==> src/rtl/accel_pkg.sv <==
// Shared opcode classes, instruction field layout and sequencer state encodings
// for the accelerator front end.
package accel_pkg;

    localparam int unsigned BUFFER_LEN  = 32;
    localparam int unsigned INSTR_WIDTH = 24;
    localparam int unsigned PC_W        = $clog2(BUFFER_LEN);
    localparam int unsigned OPC_W       = 6;
    localparam int unsigned REG_W       = 5;
    localparam int unsigned FLG_W       = 3;
    localparam int unsigned CNT_W       = 16;

    localparam int unsigned OPC_MSB  = 23;
    localparam int unsigned OPC_LSB  = 18;
    localparam int unsigned SRCA_MSB = 17;
    localparam int unsigned SRCA_LSB = 13;
    localparam int unsigned SRCB_MSB = 12;
    localparam int unsigned SRCB_LSB = 8;
    localparam int unsigned DST_MSB  = 7;
    localparam int unsigned DST_LSB  = 3;
    localparam int unsigned FLG_MSB  = 2;
    localparam int unsigned FLG_LSB  = 0;

    localparam logic [OPC_W-1:0] OP_NOP       = 6'd0;
    localparam logic [OPC_W-1:0] OP_MATMUL    = 6'd1;
    localparam logic [OPC_W-1:0] OP_LAST_EXEC = 6'd9;
    localparam logic [OPC_W-1:0] OP_HALT      = 6'd10;

    typedef enum logic [2:0] {
        ST_IDLE   = 3'd0,
        ST_FETCH  = 3'd1,
        ST_DECODE = 3'd2,
        ST_ISSUE  = 3'd3,
        ST_HALTED = 3'd4
    } state_t;

    // Field order matches the instruction word MSB to LSB.
    typedef struct packed {
        logic [OPC_W-1:0] opcode;
        logic [REG_W-1:0] src_a;
        logic [REG_W-1:0] src_b;
        logic [REG_W-1:0] dst;
        logic [FLG_W-1:0] flags;
    } cmd_t;

    function automatic logic is_exec_op(input logic [OPC_W-1:0] op);
        return (op >= OP_MATMUL) && (op <= OP_LAST_EXEC);
    endfunction

endpackage

==> src/rtl/instr_decoder.sv <==
// Combinational instruction decoder: splits a word into command fields and
// classifies its opcode.
import accel_pkg::*;

module instr_decoder (
    input  logic [INSTR_WIDTH-1:0] word,
    output cmd_t                   fields_c,
    output logic                   is_nop_c,
    output logic                   is_exec_c,
    output logic                   is_halt_c,
    output logic                   is_illegal_c
);

    always_comb begin
        fields_c.opcode = word[OPC_MSB:OPC_LSB];
        fields_c.src_a  = word[SRCA_MSB:SRCA_LSB];
        fields_c.src_b  = word[SRCB_MSB:SRCB_LSB];
        fields_c.dst    = word[DST_MSB:DST_LSB];
        fields_c.flags  = word[FLG_MSB:FLG_LSB];
    end

    assign is_nop_c     = (word[OPC_MSB:OPC_LSB] == OP_NOP);
    assign is_exec_c    = is_exec_op(word[OPC_MSB:OPC_LSB]);
    assign is_halt_c    = (word[OPC_MSB:OPC_LSB] == OP_HALT);
    assign is_illegal_c = ~(is_nop_c | is_exec_c | is_halt_c);

endmodule

==> src/rtl/instr_sequencer.sv <==
// Fetch/decode front end: walks the instruction buffer, skips NOPs and issues
// decoded commands over valid/ready. SEQ_PERF_EN enables the issue/stall counters.
import accel_pkg::*;

module instr_sequencer (
    input  logic                   clk,
    input  logic                   rst,
    input  logic                   start,
    output logic [PC_W-1:0]        imem_addr,
    input  logic [INSTR_WIDTH-1:0] imem_rdata,
    output logic                   cmd_valid,
    input  logic                   cmd_ready,
    output logic [5:0]             cmd_opcode,
    output logic [4:0]             cmd_src_a,
    output logic [4:0]             cmd_src_b,
    output logic [4:0]             cmd_dst,
    output logic [2:0]             cmd_flags,
    output logic                   busy,
    output logic                   halted,
    output logic                   err_illegal,
    output logic [PC_W-1:0]        pc,
    output logic [CNT_W-1:0]       issue_count,
    output logic [CNT_W-1:0]       stall_cycles
);

    state_t            state, state_nxt;
    cmd_t              instr, instr_nxt;
    logic [PC_W-1:0]   pc_nxt, pc_inc;
    logic              err_nxt, valid_nxt, busy_nxt, halted_nxt;
    logic              handshake_c;

    cmd_t              dec_fields_c;
    logic              dec_is_nop_c, dec_is_exec_c, dec_is_halt_c, dec_is_illegal_c;

    instr_decoder u_dec (
        .word         (imem_rdata),
        .fields_c     (dec_fields_c),
        .is_nop_c     (dec_is_nop_c),
        .is_exec_c    (dec_is_exec_c),
        .is_halt_c    (dec_is_halt_c),
        .is_illegal_c (dec_is_illegal_c)
    );

    assign imem_addr   = pc;
    assign handshake_c = cmd_valid & cmd_ready;
    assign pc_inc      = (pc == PC_W'(BUFFER_LEN - 1)) ? '0 : pc + PC_W'(1);

    assign cmd_opcode = instr.opcode;
    assign cmd_src_a  = instr.src_a;
    assign cmd_src_b  = instr.src_b;
    assign cmd_dst    = instr.dst;
    assign cmd_flags  = instr.flags;

    always_ff @(posedge clk or posedge rst) begin
        if (rst) begin
            state       <= ST_IDLE;
            pc          <= '0;
            instr       <= '0;
            err_illegal <= 1'b0;
            cmd_valid   <= 1'b0;
            busy        <= 1'b0;
            halted      <= 1'b0;
        end else begin
            state       <= state_nxt;
            pc          <= pc_nxt;
            instr       <= instr_nxt;
            err_illegal <= err_nxt;
            cmd_valid   <= valid_nxt;
            busy        <= busy_nxt;
            halted      <= halted_nxt;
        end
    end

    // Next-state logic; status outputs are registered from the next state.
    always_comb begin
        state_nxt = state;
        pc_nxt    = pc;
        instr_nxt = instr;
        err_nxt   = err_illegal;

        case (state)
            ST_IDLE: begin
                if (start) begin
                    pc_nxt    = '0;
                    state_nxt = ST_FETCH;
                end
            end
            ST_FETCH: begin
                state_nxt = ST_DECODE;
            end
            ST_DECODE: begin
                instr_nxt = dec_fields_c;
                if (dec_is_nop_c) begin
                    pc_nxt    = pc_inc;
                    state_nxt = ST_FETCH;
                end else if (dec_is_exec_c) begin
                    state_nxt = ST_ISSUE;
                end else if (dec_is_halt_c || dec_is_illegal_c) begin
                    err_nxt   = dec_is_illegal_c;
                    state_nxt = ST_HALTED;
                end
            end
            ST_ISSUE: begin
                if (handshake_c) begin
                    pc_nxt    = pc_inc;
                    state_nxt = ST_FETCH;
                end
            end
            ST_HALTED: begin
                if (start) begin
                    err_nxt   = 1'b0;
                    pc_nxt    = '0;
                    state_nxt = ST_FETCH;
                end
            end
            default: begin
                state_nxt = ST_IDLE;
            end
        endcase

        valid_nxt  = (state_nxt == ST_ISSUE);
        busy_nxt   = (state_nxt == ST_FETCH) || (state_nxt == ST_DECODE) ||
                     (state_nxt == ST_ISSUE);
        halted_nxt = (state_nxt == ST_HALTED);
    end

`ifdef SEQ_PERF_EN
    logic             restart_c, stall_c;
    logic [CNT_W-1:0] issue_cnt_q, stall_cnt_q;

    assign restart_c = start && ((state == ST_IDLE) || (state == ST_HALTED));
    assign stall_c   = (state == ST_ISSUE) && !cmd_ready;

    // Saturating performance counters, cleared on every (re)start.
    always_ff @(posedge clk or posedge rst) begin
        if (rst) begin
            issue_cnt_q <= '0;
            stall_cnt_q <= '0;
        end else if (restart_c) begin
            issue_cnt_q <= '0;
            stall_cnt_q <= '0;
        end else begin
            if (handshake_c && (issue_cnt_q != {CNT_W{1'b1}}))
                issue_cnt_q <= issue_cnt_q + CNT_W'(1);
            if (stall_c && (stall_cnt_q != {CNT_W{1'b1}}))
                stall_cnt_q <= stall_cnt_q + CNT_W'(1);
        end
    end

    assign issue_count  = issue_cnt_q;
    assign stall_cycles = stall_cnt_q;
`else
    assign issue_count  = '0;
    assign stall_cycles = '0;
`endif

endmodule

==> config.mk <==
export PLATFORM = sky130hd
export DESIGN_NAME = instr_sequencer
export DESIGN_NICKNAME = d
export VERILOG_FILES = /design/src/rtl/accel_pkg.sv /design/src/rtl/instr_decoder.sv /design/src/rtl/instr_sequencer.sv
export SDC_FILE = /design/constraint.sdc
export NUM_CORES = 1
export LEC_CHECK = 0
export CAP_MARGIN = 20
export CORE_ASPECT_RATIO = 1.75
export CORE_MARGIN = 3
export CORE_UTILIZATION = 37
export DETAILED_ROUTE_END_ITERATION = 16
export GPL_ROUTABILITY_DRIVEN = 0
export PLACE_DENSITY_LB_ADDON = 0.15
export SETUP_SLACK_MARGIN = 0.2
export SYNTH_ARGS = -nofsm -noshare
export SYNTH_HDL_FRONTEND = slang
export SYNTH_HIERARCHICAL = 1
export SYNTH_SLANG_ARGS = --single-unit
export TNS_END_PERCENT = 10
==> constraint.sdc <==
create_clock -name clk -period 1.6 [get_ports clk]
set_input_delay 0.32 -clock clk [delete_from_list [all_inputs] [get_ports clk]]
set_output_delay 0.32 -clock clk [all_outputs]
set_load 0.02 [all_outputs]
==> results.ini, run 1 <==
[outcome]
status = complete, but fails checks
violations = negative setup slack

[timing]
setup_viol_count_final = 9
finClkSkew_ns = 0.00515
period_share_pct = 115
worst_slack_ns = -0.241
slew_violations = 0
rsz0062_at_grt = true
fmax_mhz = 543
hold_viol = 0
period_minus_slack_ns = 1.84
finalSetupTns_ns = -1.27
hold_ws_ns = 0.401

[setup_path]
critPathLaunchType = primary input
worstPathCellList = dlygate4sd2_1 -> nor4_4 -> nor4b_2 -> or3_4 -> a32oi_4 -> buf_6 -> nor4_1 -> a21o_1
path_max_fanout = 5
critical_path.endpoint_type = flip-flop
critPathKind = in -> reg
crit_slowest_cell = or3_4
cp.required_ns = 1.77
slowest_delay_ns = 0.35
critPathArrivalTime_ns = 2.01

[floorplanning]
coreArea_um2 = 5300
io_pins = 98
dieArea_um2 = 6430
start_util_pct = 38.2
die_x_um = 61.9
rows = 35
floorplan.die.height_um = 104

[detailed_routing]
first_iter_violations = 22
via_per_inst = 4.41
via_count = 1398
final_antenna_net_count = 0
drt-wirelength-per-cell_um = 13.7
wl_um = 4330
drc_errors = 0
drt-pass1-iter-count = 4

[power]
switching_share_pct = 39.7
finalPower_mw = 5.05
power_density_nw_per_um2 = 1820
power_switching_mw = 2.01
leakagePower_nw = 1.30
power_frac_clock_pct = 13.4
ir_drop_mv = 1.05
p_comb_share_pct = 55.3
internal-power_mw = 3.04
p_seq_share_pct = 31.3

[cells_and_area]
post-route-util_pct = 52.3
syn2layout_area_growth_pct = 36.8
layout.nets = 273
drive_gt1_share_pct = 36.6
num_antenna_cells = 0
final_area_um2 = 2770

[synth]
ys_async_sr_fraction_pct = 100
ys_top_cells_by_count = 61 x buf_4, 36 x dfrtp_1, 24 x mux2_2
synth_seq_cells = 36
yosysMostFrequentCell = buf_4
netlist_instances = 177
ys_seq_area_share_pct = 44.5
synth_top_area_cell = dfrtp_1
syn_area_per_cell_um2 = 11.4
synth.area.top_cells = dfrtp_1 44%, buf_4 23%, mux2_2 13%
synthesis.area_um2 = 2020
ys.flop_type = dfrtp_1
synth_warnings = 6
synth-edff-count = 0
ys_types = 31
synth_top_area_share_pct = 44.5

[placement]
dpl-instance-area_um2 = 2610
dp_hpwl_um = 3310
portBuffers = 65

[global_route]
grt_start_max_net_pins = 37
grt_first_pass_wirelength_um = 6870
grt-ovfl-total = 0
antenna_found_initial = 0
grt_pass1_vias = 1490
track_usage_pct = 13.9

[flow_run]
drv_cap = 0

[clocking]
clkSinkCount = 36
cts_tree = built
clockBufferDepth = 2
path_clk_slew_ns = 0.07
worstSkewPairLatency_ns = 0.28
cts_made_buffers = 5
clockRootBuffer = clkbuf_8
cts-htree-levels = 2

[hold_path]
hp-class = in -> async

[critical path, delay by kind of cell]
| family | cells | cell delay (ns) |
|---|---|---|
| buf+inv | 2 | 0.46 |
| compound gates | 2 | 0.41 |
| simple gates | 4 | 0.81 |
[registers in the layout, summed over array words and instances, names as in the netlist]
signal       flops
cmd_dst          5
cmd_flags        3
imem_addr        5
state            3
cmd_src_b        5
cmd_valid        1
busy             1
cmd_src_a        5
halted           1
err_illegal      1
cmd_opcode       6
[layer usage]
metal,GRT usage [%],wire [µm],vias to the layer above
met5,0,0,-
met4,5.92,71,0
met3,3.35,307,6
met2,26.9,2550,61
met1,12.4,1400,685
li1,-,-,646
[final timing paths]
check	startpoint	endpoint	slack, ns	cells after the start
worst max-delay path	imem_rdata[21]	imem_addr[0]$_DFFE_PP0P_	-0.24	8
worst min-delay path	rst	cmd_src_a[3]$_DFFE_PP0P_	0.40	3
min in group clk	imem_rdata[23]	cmd_opcode[5]$_DFFE_PP0P_	0.41	3
worst max register to register	imem_addr[0]$_DFFE_PP0P_	imem_addr[0]$_DFFE_PP0P_	-0.15	6
worst min register to register	cmd_src_a[3]$_DFFE_PP0P_	cmd_src_a[3]$_DFFE_PP0P_	0.50	1
max in group asynchronous	rst	imem_addr[2]$_DFFE_PP0P_	1.01	3
[cells in the final DEF, fill, tap and decap left out, drive strengths merged, types with 3 or more instances in the layout]
| cell | Yosys | routed |
|---|---|---|
| dfrtp | 36 | 36 |
| conb | 1 | 32 |
| buf | 63 | 32 |
| dlygate4sd2 | 0 | 30 |
| mux2 | 24 | 24 |
| clkdlybuf4s50 | 0 | 21 |
| clkbuf | 0 | 12 |
| o21ai | 10 | 10 |
| inv | 6 | 6 |
| nand2 | 4 | 4 |
| nor2 | 4 | 4 |
| nand3 | 3 | 3 |
| clkdlybuf4s15 | 0 | 3 |
[layout make-up]
cell class	count	area, µm²
Inverter	6	25.0
Multi-Input combinational cell	103	848
Timing Repair Buffer	91	806
Fill cell	494	2530
Tap cell	74	92.6
Clock buffer	7	96.3
Sequential cell	36	902
[kinds of logic (layout without fill, tap and decap cells)]
kind of cell	count (synthesis)	after routing	synth area share [%]
buffers and inverters	69	104	24.2
muxes	24	24	13.3
and+or+nand+nor	23	23	7.79
DFF	36	36	44.5
adders and majority gates	2	2	1.24
AOI/OAI and AO/OA	22	22	8.71
other	1	32	0.185
[timing repair]
item	CTS	global route
pin swaps	12	4
buffers inserted	4	2
gates resized for setup	86	16
endpoints found under the setup margin	74	44
endpoints found under the hold margin	0	0
hold buffers	0	0
[power groups by stage]
stage | logic [mW] | clock network (mW) | registers [mW]
6_report | 2.79 | 0.678 | 1.58
5_1_grt | 2.99 | 0.742 | 1.64
4_1_cts | 2.78 | 0.711 | 1.59
3_5_place_dp | 2.88 | 0 | 1.61
3_3_place_gp | 2.81 | 0 | 1.58
2_1_floorplan | 1.18 | 0 | 2.10
[metrics by stage]
stage / setup WS [ns] / cells
2_1_floorplan: -0.325 / 208
3_3_place_gp: -0.854 / 304
3_5_place_dp: -0.955 / 304
4_1_cts: -0.246 / 315
5_1_grt: -0.301 / 317
6_report: -0.241 / 317
Note: power is estimated with default switching activity, not from simulation.
==> inputs of run 2 (changes only) <==
Settings changed: CAP_MARGIN 20 to default, SETUP_SLACK_MARGIN 0.2 to 0.3.
==> results.ini, run 2 (synthesis gave the netlist of run 1 again) <==
[cells_and_area]
final_area_um2 = 2830
mostFrequentLayoutCells = 35 x dfrtp_1, 32 x conb_1, 24 x mux2_2
num_antenna_cells = 0
syn2layout_area_growth_pct = 39.6
drive_gt1_share_pct = 36.5
stdcell_count = 318
layout.nets = 274
final_common_cell = dfrtp_1
largest_register_ffs = 6

[setup_path]
cp.required_ns = 1.75
path_max_fanout = 6
critPathKind = in -> reg
critPathArrivalTime_ns = 1.98
critical_path.endpoint_type = flip-flop
critPathLaunchType = primary input

[clocking]
worstSkewPairLatency_ns = 0.28
cts-htree-levels = 2
clkSinkCount = 36
cts_made_buffers = 5
holdBufCountCts = 0
clockBufferDepth = 2
clockRootBuffer = clkbuf_8
path_clk_slew_ns = 0.07
cts_tree = built

[detailed_routing]
final_antenna_net_count = 0
via_count = 1409
drt-wirelength-per-cell_um = 13.6
via_per_inst = 4.43
drt-pass1-iter-count = 4
wl_um = 4330
drc_errors = 0
first_iter_violations = 19

[timing]
rsz0062_at_grt = true
period_minus_slack_ns = 1.83
slew_violations = 0
hold_viol = 0
finClkSkew_ns = 0.00547
worst_slack_ns = -0.230
fmax_mhz = 546
setup_viol_count_final = 8
period_share_pct = 114

[outcome]
violations = negative setup slack
status = complete, but fails checks

[global_route]
grt_first_pass_wirelength_um = 6840
track_usage_pct = 13.9
antenna_found_initial = 0
grt_start_max_net_pins = 37
grt_pass1_vias = 1487
grt-ovfl-total = 0

[floorplanning]
io_pins = 98
dieArea_um2 = 6430
coreArea_um2 = 5300
rows = 35
start_util_pct = 38.2
die_x_um = 61.9
floorplan.die.height_um = 104

[power]
leakagePower_nw = 1.31
power_density_nw_per_um2 = 1820
finalPower_mw = 5.14
ir_drop_mv = 1.04

[placement]
portBuffers = 65
placed_cells = 304
dp_hpwl_um = 3310
dpl-instance-area_um2 = 2610

[flow_run]
drv_cap = 0

[hold_path]
hp-class = in -> async

-- run 2: worst max-delay path, cell delays in order --
cell     delay (ns)
buf_6          0.09
or4_4          0.57
nor3_4         0.18
inv_2          0.06
a32oi_4        0.32
inv_4          0.10
o31ai_4        0.23
o41ai_2        0.10
-- run 2: area by class of cell --
class / count / area, µm²
Fill cell: 486 / 2470
Sequential cell: 36 / 902
Multi-Input combinational cell: 103 / 857
Timing Repair Buffer: 92 / 852
Clock buffer: 7 / 96.3
Tap cell: 74 / 92.6
Inverter: 6 / 25.0
-- run 2: repair_timing --
| item | in CTS | in global routing |
|---|---|---|
| gates resized for setup | 114 | 5 |
| setup endpoints to repair | 74 | 65 |
| pin swaps | 12 | 4 |
| setup buffers | 4 | 3 |
-- run 2: per-stage QoR --
step,hold WS [ns],utilization (%),TNS [ns],setup slack [ns]
detailed placement,0.495,49.3,-8.27,-0.955
finish,0.401,53.3,-1.42,-0.230
global placement,0.489,49.3,-7.90,-0.854
floorplan,0.427,-,-1.29,-0.325
global route,0.415,53.3,-1.97,-0.303
CTS,0.378,52.4,-1.26,-0.246
-- run 2: where the power goes --
part / total, mW / internal [mW] / switching [mW] / leakage, nW
Combinational: 2.88 / 1.40 / 1.48 / 0.825
Clock: 0.677 / 0.383 / 0.294 / 0.0503
Sequential: 1.59 / 1.34 / 0.244 / 0.436
-- run 2: worst paths after layout --
check                                    startpoint                   endpoint  slack (ns)  cells past startpoint
hold / removal                                  rst     cmd_dst[4]$_DFFE_PP0P_        0.40                      3
min in group clk                     imem_rdata[23]  cmd_opcode[5]$_DFFE_PP0P_        0.42                      3
setup / recovery                     imem_rdata[22]   imem_addr[2]$_DFFE_PP0P_       -0.23                      8
hold reg to reg            cmd_src_b[2]$_DFFE_PP0P_   cmd_src_b[2]$_DFFE_PP0P_        0.50                      1
max in group asynchronous                       rst   imem_addr[2]$_DFFE_PP0P_        1.01                      3
setup reg to reg           imem_addr[0]$_DFFE_PP0P_   imem_addr[0]$_DFFE_PP0P_       -0.15                      6
-- run 2: metal layers --
metal	part of all wire, %	up-vias	GRT usage [%]
li1	-	647	-
met1	32	697	12.4
met2	59	59	26.8
met3	7.1	6	3.23
met4	1.6	0	5.92
met5	0	-	0
